==> src/rtl/instr_fetch_queue.sv <==
// Instruction fetch stage: walks a PC through a 1-cycle synchronous ROM into a prefetch FIFO.
// Optional IFQ_PERF_EN macro adds a saturating queue-full stall counter port (stall_cnt).
module instr_fetch_queue #(
  parameter int DATA_W = 16,
  parameter int ADDR_W = 6,
  parameter int DEPTH  = 4
) (
  input  logic                   Clock,
  input  logic                   Resetn,
  input  logic                   Run,
  output logic [ADDR_W-1:0]      rom_addr,
  input  logic [DATA_W-1:0]      rom_data,
  output logic [DATA_W-1:0]      instr,
  output logic [ADDR_W-1:0]      instr_pc,
  output logic                   instr_valid,
  input  logic                   instr_ready,
  input  logic                   redirect,
  input  logic [ADDR_W-1:0]      redirect_pc,
  output logic [$clog2(DEPTH):0] q_count
`ifdef IFQ_PERF_EN
  ,
  output logic [15:0]            stall_cnt
`endif
);

  localparam int PW = $clog2(DEPTH);
  localparam int CW = PW + 1;
  localparam int OW = CW + 1;

  typedef enum logic [1:0] {IDLE, FETCH, REDIR} state_t;

  state_t            state, state_next;
  logic [ADDR_W-1:0] pc, tag;
  logic              inflight;
  logic [PW-1:0]     wr_ptr, rd_ptr, rd_next;
  logic [DATA_W-1:0] mem_data [DEPTH];
  logic [ADDR_W-1:0] mem_pc   [DEPTH];
  logic [OW-1:0]     occupancy;
  logic              room, req, push, pop, head_load;
  logic [DATA_W-1:0] head_data;
  logic [ADDR_W-1:0] head_pc;
  logic [CW-1:0]     count_next;

  assign rom_addr = pc;

  // NOTE: every signal written in an always_comb block gets a default first, so no path leaves it unassigned and no latch is inferred.
  always_comb begin
    state_next = state;
    if (redirect)  state_next = REDIR;
    else if (Run)  state_next = FETCH;
    else           state_next = IDLE;
  end

  always_comb begin
    // A slot is reserved for the word already in flight, so a push can never overflow.
    occupancy  = OW'(q_count) + OW'(inflight);
    room       = occupancy < OW'(DEPTH);
    req        = (state == FETCH) && Run && !redirect && room;
    push       = inflight && !redirect;
    pop        = instr_valid && instr_ready && !redirect;
    count_next = q_count + CW'(push) - CW'(pop);
    rd_next    = rd_ptr + PW'(1);
    head_load  = 1'b0;
    head_data  = rom_data;
    head_pc    = tag;
    if (pop) begin
      if (q_count > CW'(1)) begin
        head_load = 1'b1;
        head_data = mem_data[rd_next];
        head_pc   = mem_pc[rd_next];
      end else begin
        head_load = push;
      end
    end else begin
      head_load = push && (q_count == '0);
    end
  end

  // NOTE: sequential state uses non-blocking assignments so every register samples pre-edge values regardless of statement order.
  always_ff @(posedge Clock or negedge Resetn) begin
    if (!Resetn) begin
      state       <= IDLE;
      pc          <= '0;
      tag         <= '0;
      inflight    <= 1'b0;
      wr_ptr      <= '0;
      rd_ptr      <= '0;
      q_count     <= '0;
      instr_valid <= 1'b0;
      instr       <= '0;
      instr_pc    <= '0;
    end else begin
      state <= state_next;
      if (redirect) begin
        pc          <= redirect_pc;
        inflight    <= 1'b0;
        wr_ptr      <= '0;
        rd_ptr      <= '0;
        q_count     <= '0;
        instr_valid <= 1'b0;
      end else begin
        inflight    <= req;
        q_count     <= count_next;
        instr_valid <= (count_next != '0);
        if (req) begin
          pc  <= pc + ADDR_W'(1);
          tag <= pc;
        end
        if (push) wr_ptr <= wr_ptr + PW'(1);
        if (pop)  rd_ptr <= rd_next;
        if (head_load) begin
          instr    <= head_data;
          instr_pc <= head_pc;
        end
      end
    end
  end

  // NOTE: the storage array has no reset; occupancy and pointers alone define which entries are meaningful.
  always_ff @(posedge Clock) begin
    if (push) begin
      mem_data[wr_ptr] <= rom_data;
      mem_pc[wr_ptr]   <= tag;
    end
  end

`ifdef IFQ_PERF_EN
  always_ff @(posedge Clock or negedge Resetn) begin
    if (!Resetn) begin
      stall_cnt <= '0;
    end else if (redirect) begin
      stall_cnt <= '0;
    end else if ((state == FETCH) && Run && !room && (stall_cnt != 16'hFFFF)) begin
      stall_cnt <= stall_cnt + 16'd1;
    end
  end
`endif

endmodule

==> config.mk <==
export PLATFORM = sky130hd
export DESIGN_NAME = instr_fetch_queue
export DESIGN_NICKNAME = d
export VERILOG_FILES = /design/src/rtl/instr_fetch_queue.sv
export SDC_FILE = /design/constraint.sdc
export NUM_CORES = 1
export LEC_CHECK = 0
export ABC_AREA = 1
export BUFFER_PORTS_ARGS = -buffer_cell sky130_fd_sc_hd__buf_2
export CAP_MARGIN = 10
export CORE_MARGIN = 2
export CORE_UTILIZATION = 60
export CTS_BUF_LIST = sky130_fd_sc_hd__clkbuf_4 sky130_fd_sc_hd__clkbuf_8
export DETAILED_ROUTE_END_ITERATION = 6
export PLACE_DENSITY = 0.81
export RECOVER_POWER = 25
export SYNTH_ARGS = -nofsm -noshare
export SYNTH_HDL_FRONTEND = slang
export SYNTH_SLANG_ARGS = --single-unit
==> constraint.sdc <==
create_clock -name Clock -period 2.6 [get_ports Clock]
set_input_delay 0.39 -clock Clock [delete_from_list [all_inputs] [get_ports Clock]]
set_output_delay 0.39 -clock Clock [all_outputs]
set_load 0.01 [all_outputs]
Yosys cells after proc, flatten, opt, wreduce, memory -nomap -nowiden
Memories as Yosys holds them, arrays and structs flattened.
Index checks and enable logic that the tools add are counted.
Cells by class
  $lt $le $gt $ge: 2
  eq/ne operators: 1
  reduce and logical (&&, ||, !) cells: 15
  bitwise gates (word level): 1
  $add $sub $neg: 6
  mux-type cells: 19
Operators with widths (number)
  two-way mux 16 bit: 2
  two-way mux 6 bit: 4
  two-way mux 2 bit: 5
  logical AND 1 bit: 7
  two-way mux 1 bit: 7
  adder 6 x 1 -> 6 bit (second input constant): 1
  nonzero test 2 bit: 3
  adder 2 x 1 -> 2 bit (second input constant): 2
  adder 3 x 1 -> 4 bit: 1
  less-than comparator 4 x 3 -> 1 bit (second input constant): 1
  AND reduction 2 bit: 2
  adder 3 x 1 -> 3 bit: 1
  greater-than comparator 3 x 1 -> 1 bit (second input constant): 1
  logical NOT 3 bit: 1
  two-way mux 3 bit: 1
  nonzero test 3 bit: 1
  subtractor 3 x 1 -> 3 bit: 1
  equality test 2 x 1 -> 1 bit (second input constant): 1
  logical NOT 1 bit: 1
  NOT 1 bit: 1
Word-level totals
  flip-flop bits (word level): 45
  output and inout bits: 32
  memories kept: 2
  input bits: 27
  memory bits (writable): 88
Memory list
  mem_data: words 4, bits a word 16, rd ports 1, clocked after Yosys merged registers in 0, wr ports 1, line 36  | logic [DATA_W-1:0] mem_data [DEPTH];
  mem_pc: words 4, bits a word 6, rd ports 1, clocked after Yosys merged registers in 0, wr ports 1, line 37  | logic [ADDR_W-1:0] mem_pc [DEPTH];

Depth between registers and ports, before layout
Gate-level depths: netlist (run 1).
  depth after elaboration: 6
  gate-level depth with buffers: 11
  mapped depth without buffers: 10

Worst setup path before layout (run 1)
Ideal clock, no wire load.
  kind: input -> register
  start: input port redirect
  end: memory mem_data[0][0], enable pin
  path buffers: 1
  slack: 510 ps
  arrival time: 1690 ps
  stages on the path: 4
  cells stage by stage: buf_6 -> nor2_4 -> inv_1 -> nor2_1
Between the ends
  cells in the longest elaborated chain, start to end: 4
RTL lines
  start, declared: line 17  | input logic redirect,
  logical NOT 1 bit: line 59  | push = inflight && !redirect;
  logical AND 1 bit: line 59
  two-way mux 1 bit: line 121  | if (push) begin
  two-way mux 1 bit (not written as such): line 122  | mem_data[wr_ptr] <= rom_data;
  end, declared: line 36
No other way between the ends.

Final worst setup path (run 1)
  start: register inflight
  end: register instr_valid
Between the ends
  cells in the longest elaborated chain, start to end: 5
RTL lines
  start, declared: line 34  | logic inflight;
  start signal, assigned: line 102  | inflight <= req;
  logical AND 1 bit: line 59
  adder 3 x 1 -> 3 bit: line 61  | count_next = q_count + CW'(push) - CW'(pop);
  subtractor 3 x 1 -> 3 bit: line 61
  nonzero test 3 bit: line 104  | instr_valid <= (count_next != '0);
  two-way mux 1 bit: line 94  | if (redirect) begin
  end signal, assigned: line 104
  end, declared: line 15  | output logic instr_valid,
No other way between the ends.
A chain may end at the register's enable or synchronous reset.

==> reports/summary.txt, run 1 <==
Clock Skews - 7.99 ps
Antenna violations before repair - 0
Global-route wire length before repair - 19600 microns
Die W - 103 microns
Port Buf Inserts - 58
HPWL after DPL - 7410 microns
Avg Vias per Cell - 5.24
Fillers - 763
Hold EP - state[0]$_DFF_PN0_
CP max FO - 5
GRT busiest layer - met2
Vias in the first global route - 4080
Worst Hold Class - in2reg
CP required - 2910 ps
Post-cts sizing count - 0
Critical Path AT - 2360 ps
DRT antenna net count - 0
Fin. Hold Viols - 0
CP peak stage delay - 400 ps
Synth Instances - 592
Post-synth top cells - 229 x nand2_1, 88 x edfxtp_1, 61 x inv_1
Crit share post-route - 0.791
Met3 Usage GRT - 0.0671
Static leakage - 3.06 nW
Most frequent cell after synthesis - nand2_1
Worst hold margin - 172 ps
CTS tree - done
Max Cap Viol - 0
RR Endpoint - instr_valid$_DFF_PN0_
Rows - 36
Clock root buffer - clkbuf_8
Worst r2r path cells - 10
Synth warnings - 0
Max-slew violation count - 0
R2R Path Start - inflight$_DFF_PN0_
Fin area - 6710 sq um
Diodes inserted - 0
Area leader, netlist - edfxtp_1
Final wirelength - 12300 microns
Post-cts hold buffer count - 0
Mapped cell area - 5900 sq um
Pre-CTS worst setup slack - 279 ps
Crit end category - register
Number of synthesized register bits - 133
Grt met1 use - 0.317
Slew margin rel. - 0.206
Nets@finish - 695
Worst Hold Depth - 3
EDFF count, synth - 88
Tmin final - 2060 ps
Largest net degree at the start of global routing - 46
GRT Total Usage - 0.252
DRC - 0
Synth Flop Type - edfxtp_1
Area Overhead vs Synth - 13.7%
Total Negative Setup Slacks - 0 ps
WS Path Type - reg2reg
Synth unique cells - 26
DR vias - 4209
Seq/Total Area, Yosys - 0.639
Post-Place Cells - 771
Unrepaired setup endpoints after global routing - no
Inserted Clock Buffers - 17
Clock transition at path regs - 70 ps
Register area - 3770 sq um
Fraction of registers with async set/reset - 0.338
Worst path slowest cell - dfrtp_1
Cells along the critical path - inv_1 > nor2_4 > inv_1 > ha_1 > inv_1 > ha_1 > inv_1 > fa_1 > xnor2_1 > a31oi_1
CP most frequent cell - inv_1
Synth top area cells - edfxtp_1 45%, dfrtp_1 19%, nand2_1 15%, inv_1 3.9%, nand3_1 2.4%
Met2 usage - 0.420
Postcts setup bufs - 0
CORE AREA - 9640 sq um
DIE AREA - 10600 sq um
DP Area - 6280 sq um
Final Setup Violations - 0
Peak supply drop - 0.000400 V
Mapped Avg Cell Area - 9.96 sq um
Htree depth - 4
Gpl congestion - 0.845
Share of post-route cells with drive strength above 1 - 0.161
Routed WL per cell - 15.3 microns
Measured slew at the worst slew-check pin - 1190 ps
Top Ports - 59
Drt pass-1 iters - 4
CTS Sinks - 133
Latest clock arrival within the worst-skew pair - 430 ps
Top cell type's share of synthesized area - 0.448
Grt total ovfl - 0
Status - finished, final reports clean
Post-layout power - 5.64 mW
Flop2flop setup slack - 540 ps
Post-Syn Nets - 630
Startpoint Class - register
Power per cell area - 841 nW/um^2
Footprint of the multi-input gates - 1720 sq um
Die H - 103 microns
Max frequency - 486 MHz
Initial DRC Count - 265
Final core utilization - 0.696
Initial Util - 0.612
HP Start - Run
Maximum clock path buffer count - 2
Setup WS post-layout - 542 ps
Final std cells w/o fill - 803
final cells by class:
class                      count  share of cell area
clock inverter                11              0.0267
tap                          133              0.0248
timing repair buffer          69              0.0522
sequential                   133               0.562
multi-input combinational    370               0.256
inverter                      66              0.0369
clock buffer                  21              0.0412
critical path: cells and delay by family (launching register included):
family,cells,cell delay (ps)
buffers and inverters,4,410
adders and majority gates,3,770
AOI/OAI and AO/OA,1,110
xor gates and xnor gates,1,190
DFF,1,400
and+or+nand+nor,1,50
power breakdown:
group / internal (mW) / switching (mW) / leakage (nW)
Clock: 1.20 / 0.752 / 0.229
Combinational: 0.368 / 0.600 / 1.46
Sequential: 2.53 / 0.186 / 1.37
kinds of logic after synthesis:
group                      count (synthesis)  share of synthesized area
buffers and inverters                     89                     0.0700
and+or+nand+nor                          306                      0.219
DFF                                      133                      0.639
xor gates and xnor gates                   2                    0.00297
AOI/OAI and AO/OA                         51                     0.0448
adders and majority gates                 11                     0.0246
cells in the final DEF (no fill, tap or decap), types with 3 or more instances in the layout:
cell type	synthesis	final
nand3_1	28	28
ha_1	10	10
nand2_2	4	4
clkinv_1	0	3
clkbuf_1	3	16
edfxtp_1	88	88
buf_4	4	10
o21ai_1	11	11
nor2_1	31	28
nand3_2	5	5
inv_2	5	5
clkbuf_8	0	19
buf_2	8	42
nand2_1	229	229
o21ai_0	18	18
nor2_2	1	5
a21oi_1	19	19
nor2_4	4	3
inv_1	61	61
bufinv_16	0	5
dfrtp_1	45	45
state kept, by name, summed over array words and instances (netlist names):
name	cells
rom_addr	6
tag	6
instr_valid	1
rd_ptr	2
mem_pc	24
instr_pc	6
inflight	1
instr	16
wr_ptr	2
mem_data	64
state	2
q_count	3
metal layers:
metal,wire length [microns],share of wire
met1,5080,0.41
met2,6050,0.49
met3,852,0.069
met4,288,0.023
met5,0,0
how the worst max path moves through the flow:
stage,from,end,slack [ps],depth (start not counted)
after floorplan,redirect,mem_data[0][0]$_DFFE_PP_,510,4
after global placement,redirect,instr_valid$_DFF_PN0_,360,10
after detailed placement,redirect,instr_valid$_DFF_PN0_,280,10
after CTS,inflight$_DFF_PN0_,instr_valid$_DFF_PN0_,530,10
after global routing,inflight$_DFF_PN0_,instr_valid$_DFF_PN0_,340,10
final,inflight$_DFF_PN0_,instr_valid$_DFF_PN0_,540,10
Power figures use the tool's default switching activity.
==> run 2, diff against run 1 <==
==> constraint.sdc (replaced) <==
create_clock -name Clock -period 1.9 [get_ports Clock]
set_input_delay 0.285 -clock Clock [delete_from_list [all_inputs] [get_ports Clock]]
set_output_delay 0.285 -clock Clock [all_outputs]
set_load 0.01 [all_outputs]
==> run 2 against run 1 <==
  * First-iteration DRC count decreased by 1.5%
  * Register-to-register slack got worse by 450 ps
  * Non-clock buffer count increased by 11
  * Via count decreased by 0.14%
  * Critical endpoint unchanged
  * Largest cell class unchanged
  * Highest routed layer unchanged
==> reports/summary.txt, run 2 (same netlist as run 1, synthesis figures left out) <==
Status - finished, final reports clean (unchanged)
Routed WL per cell - 14.8 microns (was 15.3 microns)
Peak supply drop - 0.000562 V (was 0.000400 V)
Latest clock arrival within the worst-skew pair - 430 ps (about the same)
HP Start - Run (unchanged)
Hold EP - state[0]$_DFF_PN0_ (unchanged)
Inserted Clock Buffers - 17 (unchanged)
DR vias - 4203 (was 4209)
Worst r2r path cells - 9 (was 10)
Initial Util - 0.612 (unchanged)
Final Setup Violations - 0 (unchanged)
Share of post-route cells with drive strength above 1 - 0.188 (was 0.161)
Die W - 103 microns (unchanged)
RR Endpoint - instr_valid$_DFF_PN0_ (unchanged)
Static leakage - 3.11 nW (was 3.06 nW)
Flop2flop setup slack - 90 ps (was 540 ps)
Rows - 36 (unchanged)
Drt pass-1 iters - 5 (was 4)
Final core utilization - 0.714 (was 0.696)
Fin. Hold Viols - 0 (unchanged)
HPWL after DPL - 7670 microns (was 7410 microns)
Biggest register - mem_data (unchanged)
CTS tree - done (unchanged)
Tmin final - 1810 ps (was 2060 ps)
WS Path Type - reg2reg (unchanged)
Diodes inserted - 0 (unchanged)
Max Cap Viol - 0 (unchanged)
Max-slew violation count - 0 (unchanged)
Gpl congestion - 0.819 (was 0.845)
Worst Hold Class - in2reg (unchanged)
Avg Vias per Cell - 5.16 (was 5.24)
Grt total ovfl - 0 (unchanged)
Commonest non-fill, non-tap cell in the layout - nand2_1 (unchanged)
DP Area - 6430 sq um (was 6280 sq um)
Area Overhead vs Synth - 16.7% (was 13.7%)
Max reg flops - 64 (unchanged)
Critical Path AT - 2110 ps (was 2360 ps)
Maximum clock path buffer count - 2 (unchanged)
Top Ports - 59 (unchanged)
Clock root buffer - clkbuf_8 (unchanged)
Htree depth - 4 (unchanged)
Slew margin rel. - 0.630 (was 0.206)
Port Buf Inserts - 58 (unchanged)
DRC - 0 (unchanged)
CTS Sinks - 133 (unchanged)
Final wirelength - 12000 microns (was 12300 microns)
Measured slew at the worst slew-check pin - 553 ps (was 1190 ps)
CP max FO - 2 (was 5)
Power per cell area - 1110 nW/um^2 (was 841 nW/um^2)
Crit end category - register (unchanged)
R2R Path Start - instr_valid$_DFF_PN0_ (was inflight$_DFF_PN0_)
Die H - 103 microns (unchanged)
Antenna violations before repair - 0 (unchanged)
DRT antenna net count - 0 (unchanged)
Startpoint Class - register (unchanged)
Initial DRC Count - 261 (was 265)
DIE AREA - 10600 sq um (unchanged)
Max frequency - 554 MHz (was 486 MHz)
Vias in the first global route - 4065 (was 4080)
Nets@finish - 706 (was 695)
Largest net degree at the start of global routing - 28 (was 46)
CP required - 2200 ps (was 2910 ps)
CP Launch Point - instr_valid$_DFF_PN0_ (was inflight$_DFF_PN0_)
Clock transition at path regs - 70 ps (about the same)
Largest registers - mem_data (64), mem_pc (24), instr (16) (unchanged)
CORE AREA - 9640 sq um (unchanged)
Crit share post-route - 0.950 (was 0.791)
Fin area - 6890 sq um (was 6710 sq um)
Commonest non-fill, non-tap cells in the layout - 228 x nand2_1, 88 x edfxtp_1, 57 x inv_1 (was 229 x nand2_1, 88 x edfxtp_1, 61 x inv_1)
Clock Skews - 10.9 ps (was 7.99 ps)
Global-route wire length before repair - 19300 microns (was 19600 microns)
Worst Hold Depth - 3 (unchanged)
GRT Total Usage - 0.247 (was 0.252)
-- run 2: changes by cell type in the layout (fill, tap and decap cells not counted), sizes merged --
cell         previous run  this run
clkinv                  5         9
buf                    52        62
clkbuf                 38        35
dlygate4sd3             0         1
bufinv                  5         4
-- run 2: per-layer routing --
metal | track usage | vias up | share of wire
met5 | 0 | - | 0
met4 | 0.0941 | 0 | 0.018
met3 | 0.0678 | 30 | 0.075
met2 | 0.426 | 169 | 0.51
met1 | 0.298 | 1957 | 0.40
li1 | - | 2047 | -
-- run 2: through the flow --
step | worst slack, ps | power (mW) | instances | hold WS, ps | setup TNS [ps]
6_report | 94.9 | 7.62 | 814 | 104 | 0
5_1_grt | -3.08 | 8.01 | 814 | 124 | -3.08
4_1_cts | 1.12 | 7.65 | 814 | 62.7 | 0
3_5_place_dp | -66.7 | 5.14 | 781 | 299 | -69.8
3_3_place_gp | 38.8 | 5.07 | 781 | 296 | 0
2_1_floorplan | -104 | 4.58 | 592 | -10.6 | -4590
-- run 2: worst max-delay path by stage --
stage,end,slack [ps],cells past startpoint
global placement,instr_valid$_DFF_PN0_,40,10
detailed placement,instr_valid$_DFF_PN0_,-70,10
CTS,instr_valid$_DFF_PN0_,1,9
finish,instr_valid$_DFF_PN0_,90,9
floorplan,mem_data[1][0]$_DFFE_PP_,-100,4
global route,instr_valid$_DFF_PN0_,-3,10
-- run 2: final cells by class --
class / instances / area, sq um
Sequential cell: 133 / 3770
Fill cell: 725 / 2750
Multi-Input combinational cell: 370 / 1760
Timing Repair Buffer: 80 / 509
Inverter: 66 / 250
Clock buffer: 18 / 241
Clock inverter: 14 / 185
Tap cell: 133 / 166
-- run 2: report_power, final --
part	switching [mW]	internal, mW
combinational	0.842	0.554
clock	1.06	1.43
sequential	0.270	3.46
total	2.17	5.45
-- run 2: critical path, stage by stage, from the launching register on --
cell,delay (ps)
dfrtp_1,370
nand2_2,90
nor2_4,120
ha_4,220
inv_4,50
ha_4,110
inv_2,30
fa_2,370
xnor2_2,200
a31oi_1,110
-- run 2: timing repair --
action | in CTS | in global routing
buffers inserted | 0 | 0
hold buffers | 1 | 0
gates resized for setup | 1 | 10
endpoints found under the setup margin | 1 | 2
hold endpoints to repair | 19 | 0
pin swaps | 0 | 4
==> run 3, diff against run 2 <==
--- a/config.mk
+++ b/config.mk
@@ -9,10 +9,9 @@
 export BUFFER_PORTS_ARGS = -buffer_cell sky130_fd_sc_hd__buf_2
 export CAP_MARGIN = 10
 export CORE_MARGIN = 2
-export CORE_UTILIZATION = 60
+export CORE_UTILIZATION = 40
 export CTS_BUF_LIST = sky130_fd_sc_hd__clkbuf_4 sky130_fd_sc_hd__clkbuf_8
 export DETAILED_ROUTE_END_ITERATION = 6
-export PLACE_DENSITY = 0.81
 export RECOVER_POWER = 25
 export SYNTH_ARGS = -nofsm -noshare
 export SYNTH_HDL_FRONTEND = slang
==> constraint.sdc (replaced) <==
create_clock -name Clock -period 1.58 [get_ports Clock]
set_input_delay 0.237 -clock Clock [delete_from_list [all_inputs] [get_ports Clock]]
set_output_delay 0.237 -clock Clock [all_outputs]
set_load 0.01 [all_outputs]
==> run 3 against run 2 <==
  * The flow now finishes with violations (setup timing)
  * Fmax up 2.4%
  * Clock power grew 27%
  * Count of clock-buffer cells in the layout increased by 2
  * Combinational power grew 30%
  * Die area up 48%
  * Clock skew shrank 0.78 ps
  * Cell area grew 5.3%
  * Utilization fell by 21 points
  * Register-to-register slack got worse by 280 ps
  * Critical path depth stayed put
  * Sequential share of layout area down 2.7 points
  * Global-route usage fell by 7.7 points
  * Largest power group unchanged
==> reports/summary.txt, run 3 (same netlist as run 1, synthesis figures left out) <==
Status - complete, but fails checks (was finished, final reports clean)
Failing checks - setup timing
Biggest register - mem_data (unchanged)
Static leakage - 3.23 nW (was 3.11 nW)
GRT Total Usage - 0.170 (was 0.247)
DIE AREA - 15700 sq um (was 10600 sq um)
CORE AREA - 14500 sq um (was 9640 sq um)
Largest registers - mem_data (64), mem_pc (24), instr (16) (unchanged)
Vias in the first global route - 4201 (was 4065)
Share of post-route cells with drive strength above 1 - 0.241 (was 0.188)
Power per cell area - 1300 nW/um^2 (was 1110 nW/um^2)
DRT antenna net count - 0 (unchanged)
DR vias - 4161 (was 4203)
Routed WL per cell - 14.4 microns (was 14.8 microns)
Drt pass-1 iters - 4 (was 5)
CP required - 1930 ps (was 2200 ps)
Gpl congestion - 0.821 (was 0.819)
Register share of total power - 0.473 (was 0.490)
Port Buf Inserts - 58 (unchanged)
Measured slew at the worst slew-check pin - 670 ps (was 553 ps)
Critical Path AT - 2110 ps (about the same)
Area Overhead vs Synth - 23.0% (was 16.7%)
Crit share post-route - 1.12 (was 0.950)
Worst Hold Class - in2reg (unchanged)
WS Path Type - reg2reg (unchanged)
Max frequency - 567 MHz (was 554 MHz)
Fin. Hold Viols - 0 (unchanged)
CTS Sinks - 133 (unchanged)
Fillers - 1336 (was 725)
Antenna violations before repair - 0 (unchanged)
Htree depth - 4 (unchanged)
Inserted Clock Buffers - 17 (unchanged)
Nets@finish - 726 (was 706)
CTS tree - done (unchanged)
Pre-CTS worst setup slack - -208 ps (was -66.7 ps)
HPWL after DPL - 8390 microns (was 7670 microns)
Flop2flop setup slack - -180 ps (was 90 ps)
Slew margin rel. - 0.553 (was 0.630)
Tmin final - 1760 ps (was 1810 ps)
Total Negative Setup Slacks - -376 ps (was 0 ps)
Clock transition at path regs - 70 ps (about the same)
Grt total ovfl - 0 (unchanged)
Maximum clock path buffer count - 2 (unchanged)
Die H - 125 microns (was 103 microns)
Max-slew violation count - 0 (unchanged)
Startpoint Class - register (unchanged)
Diodes inserted - 0 (unchanged)
Setup WS post-layout - -183 ps (was 94.9 ps)
Clock Skews - 10.1 ps (was 10.9 ps)
Final wirelength - 12700 microns (was 12000 microns)
Int Power - 6.83 mW (was 5.45 mW)
Avg Vias per Cell - 4.70 (was 5.16)
Combinational Power Share - 0.193 (was 0.183)
CP max FO - 2 (unchanged)
Max reg flops - 64 (unchanged)
P_sw - 2.61 mW (was 2.17 mW)
Net Sw Frac - 0.276 (was 0.285)
Max Cap Viol - 0 (unchanged)
Initial Util - 0.407 (was 0.612)
Die W - 125 microns (was 103 microns)
Global-route wire length before repair - 20800 microns (was 19300 microns)
Crit end category - register (unchanged)
Post-layout power - 9.44 mW (was 7.62 mW)
Clock root buffer - clkbuf_8 (unchanged)
Top Ports - 59 (unchanged)
Peak supply drop - 0.000583 V (was 0.000562 V)
DRC - 0 (unchanged)
Final Setup Violations - 3 (was 0)
Initial DRC Count - 201 (was 261)
Latest clock arrival within the worst-skew pair - 430 ps (about the same)
Clk pwr share - 0.334 (was 0.327)
Rows - 44 (was 36)
Commonest non-fill, non-tap cells in the layout - 220 x nand2_1, 88 x edfxtp_1, 57 x inv_1 (was 228 x nand2_1, 88 x edfxtp_1, 57 x inv_1)
Commonest non-fill, non-tap cell in the layout - nand2_1 (unchanged)
Unrepaired setup endpoints after global routing - yes
Largest net degree at the start of global routing - 46 (was 28)
## run 3: cell count changes in the layout (fill, tap and decap cells not counted), moves of 4 or more
cell	delta
nand2_1	-8
nand3_2	+11
nand3_1	-11
buf_4	+14
nand2_2	+7
clkbuf_1	-4
clkinv_4	-4
## run 3: path summary, 6_finish.rpt
check	cells past startpoint	to	startpoint
max	9	instr_valid$_DFF_PN0_	inflight$_DFF_PN0_
max reg2reg	9	instr_valid$_DFF_PN0_	inflight$_DFF_PN0_
max in group asynchronous	3	rd_ptr[0]$_DFFE_PN0P_	Resetn
min	3	state[0]$_DFF_PN0_	Run
min reg2reg	2	instr[9]$_DFFE_PN0P_	instr[9]$_DFFE_PN0P_
min in group asynchronous	3	instr_pc[5]$_DFFE_PN0P_	Resetn
## run 3: cell type report
type / instances / area (sq um) / area share
clock buffers: 20 / 256 / 0.0354
clock inverters: 12 / 184 / 0.0254
inverters: 66 / 260 / 0.0359
multi-input cells: 370 / 1860 / 0.256
flip-flops and latches: 133 / 3770 / 0.520
well taps: 184 / 230 / 0.0317
repair buffers: 100 / 694 / 0.0958
## run 3: power groups by stage
stage / combinational [mW] / clock (mW) / sequential (mW)
6_report: 1.82 / 3.15 / 4.47
5_1_grt: 2.07 / 3.36 / 4.54
4_1_cts: 1.78 / 3.24 / 4.48
3_5_place_dp: 1.74 / 0 / 4.55
3_3_place_gp: 1.69 / 0 / 4.51
2_1_floorplan: 0.910 / 0 / 4.64
## run 3: worst max-delay path, stage by stage (launching register included)
cell and delay, ps:
dfrtp_1 360, inv_2 50, nor2_4 110, inv_4 50
ha_4 260, inv_2 40, ha_4 140, inv_2 50
fa_2 430, a31oi_1 190
## run 3: per-stage QoR
step,area (sq um),util,instances,hold slack (ps)
final,7250,0.501,885,55.8
after global placement,6620,0.457,843,240
after CTS,7120,0.492,881,0.133
after global routing,7250,0.501,885,41.3
after detailed placement,6620,0.457,843,246
after floorplan,5950,-,592,-58.6
## run 3: per-layer routing
| layer | share of wire | GRT usage | wire length [microns] | vias up |
|---|---|---|---|---|
| li1 | - | - | - | 2089 |
| met2 | 0.49 | 0.286 | 6190 | 107 |
| met1 | 0.44 | 0.211 | 5580 | 1940 |
| met3 | 0.058 | 0.0432 | 734 | 25 |
| met4 | 0.018 | 0.0706 | 232 | 0 |
| met5 | 0 | 0 | 0 | - |
## run 3: repair_timing
item	CTS	global route
cloned	0	1
pin swaps	5	18
endpoints found under the hold margin	57	0
resized for setup	1	31
buffers inserted	2	3
endpoints found under the setup margin	25	37
hold buffers	4	0
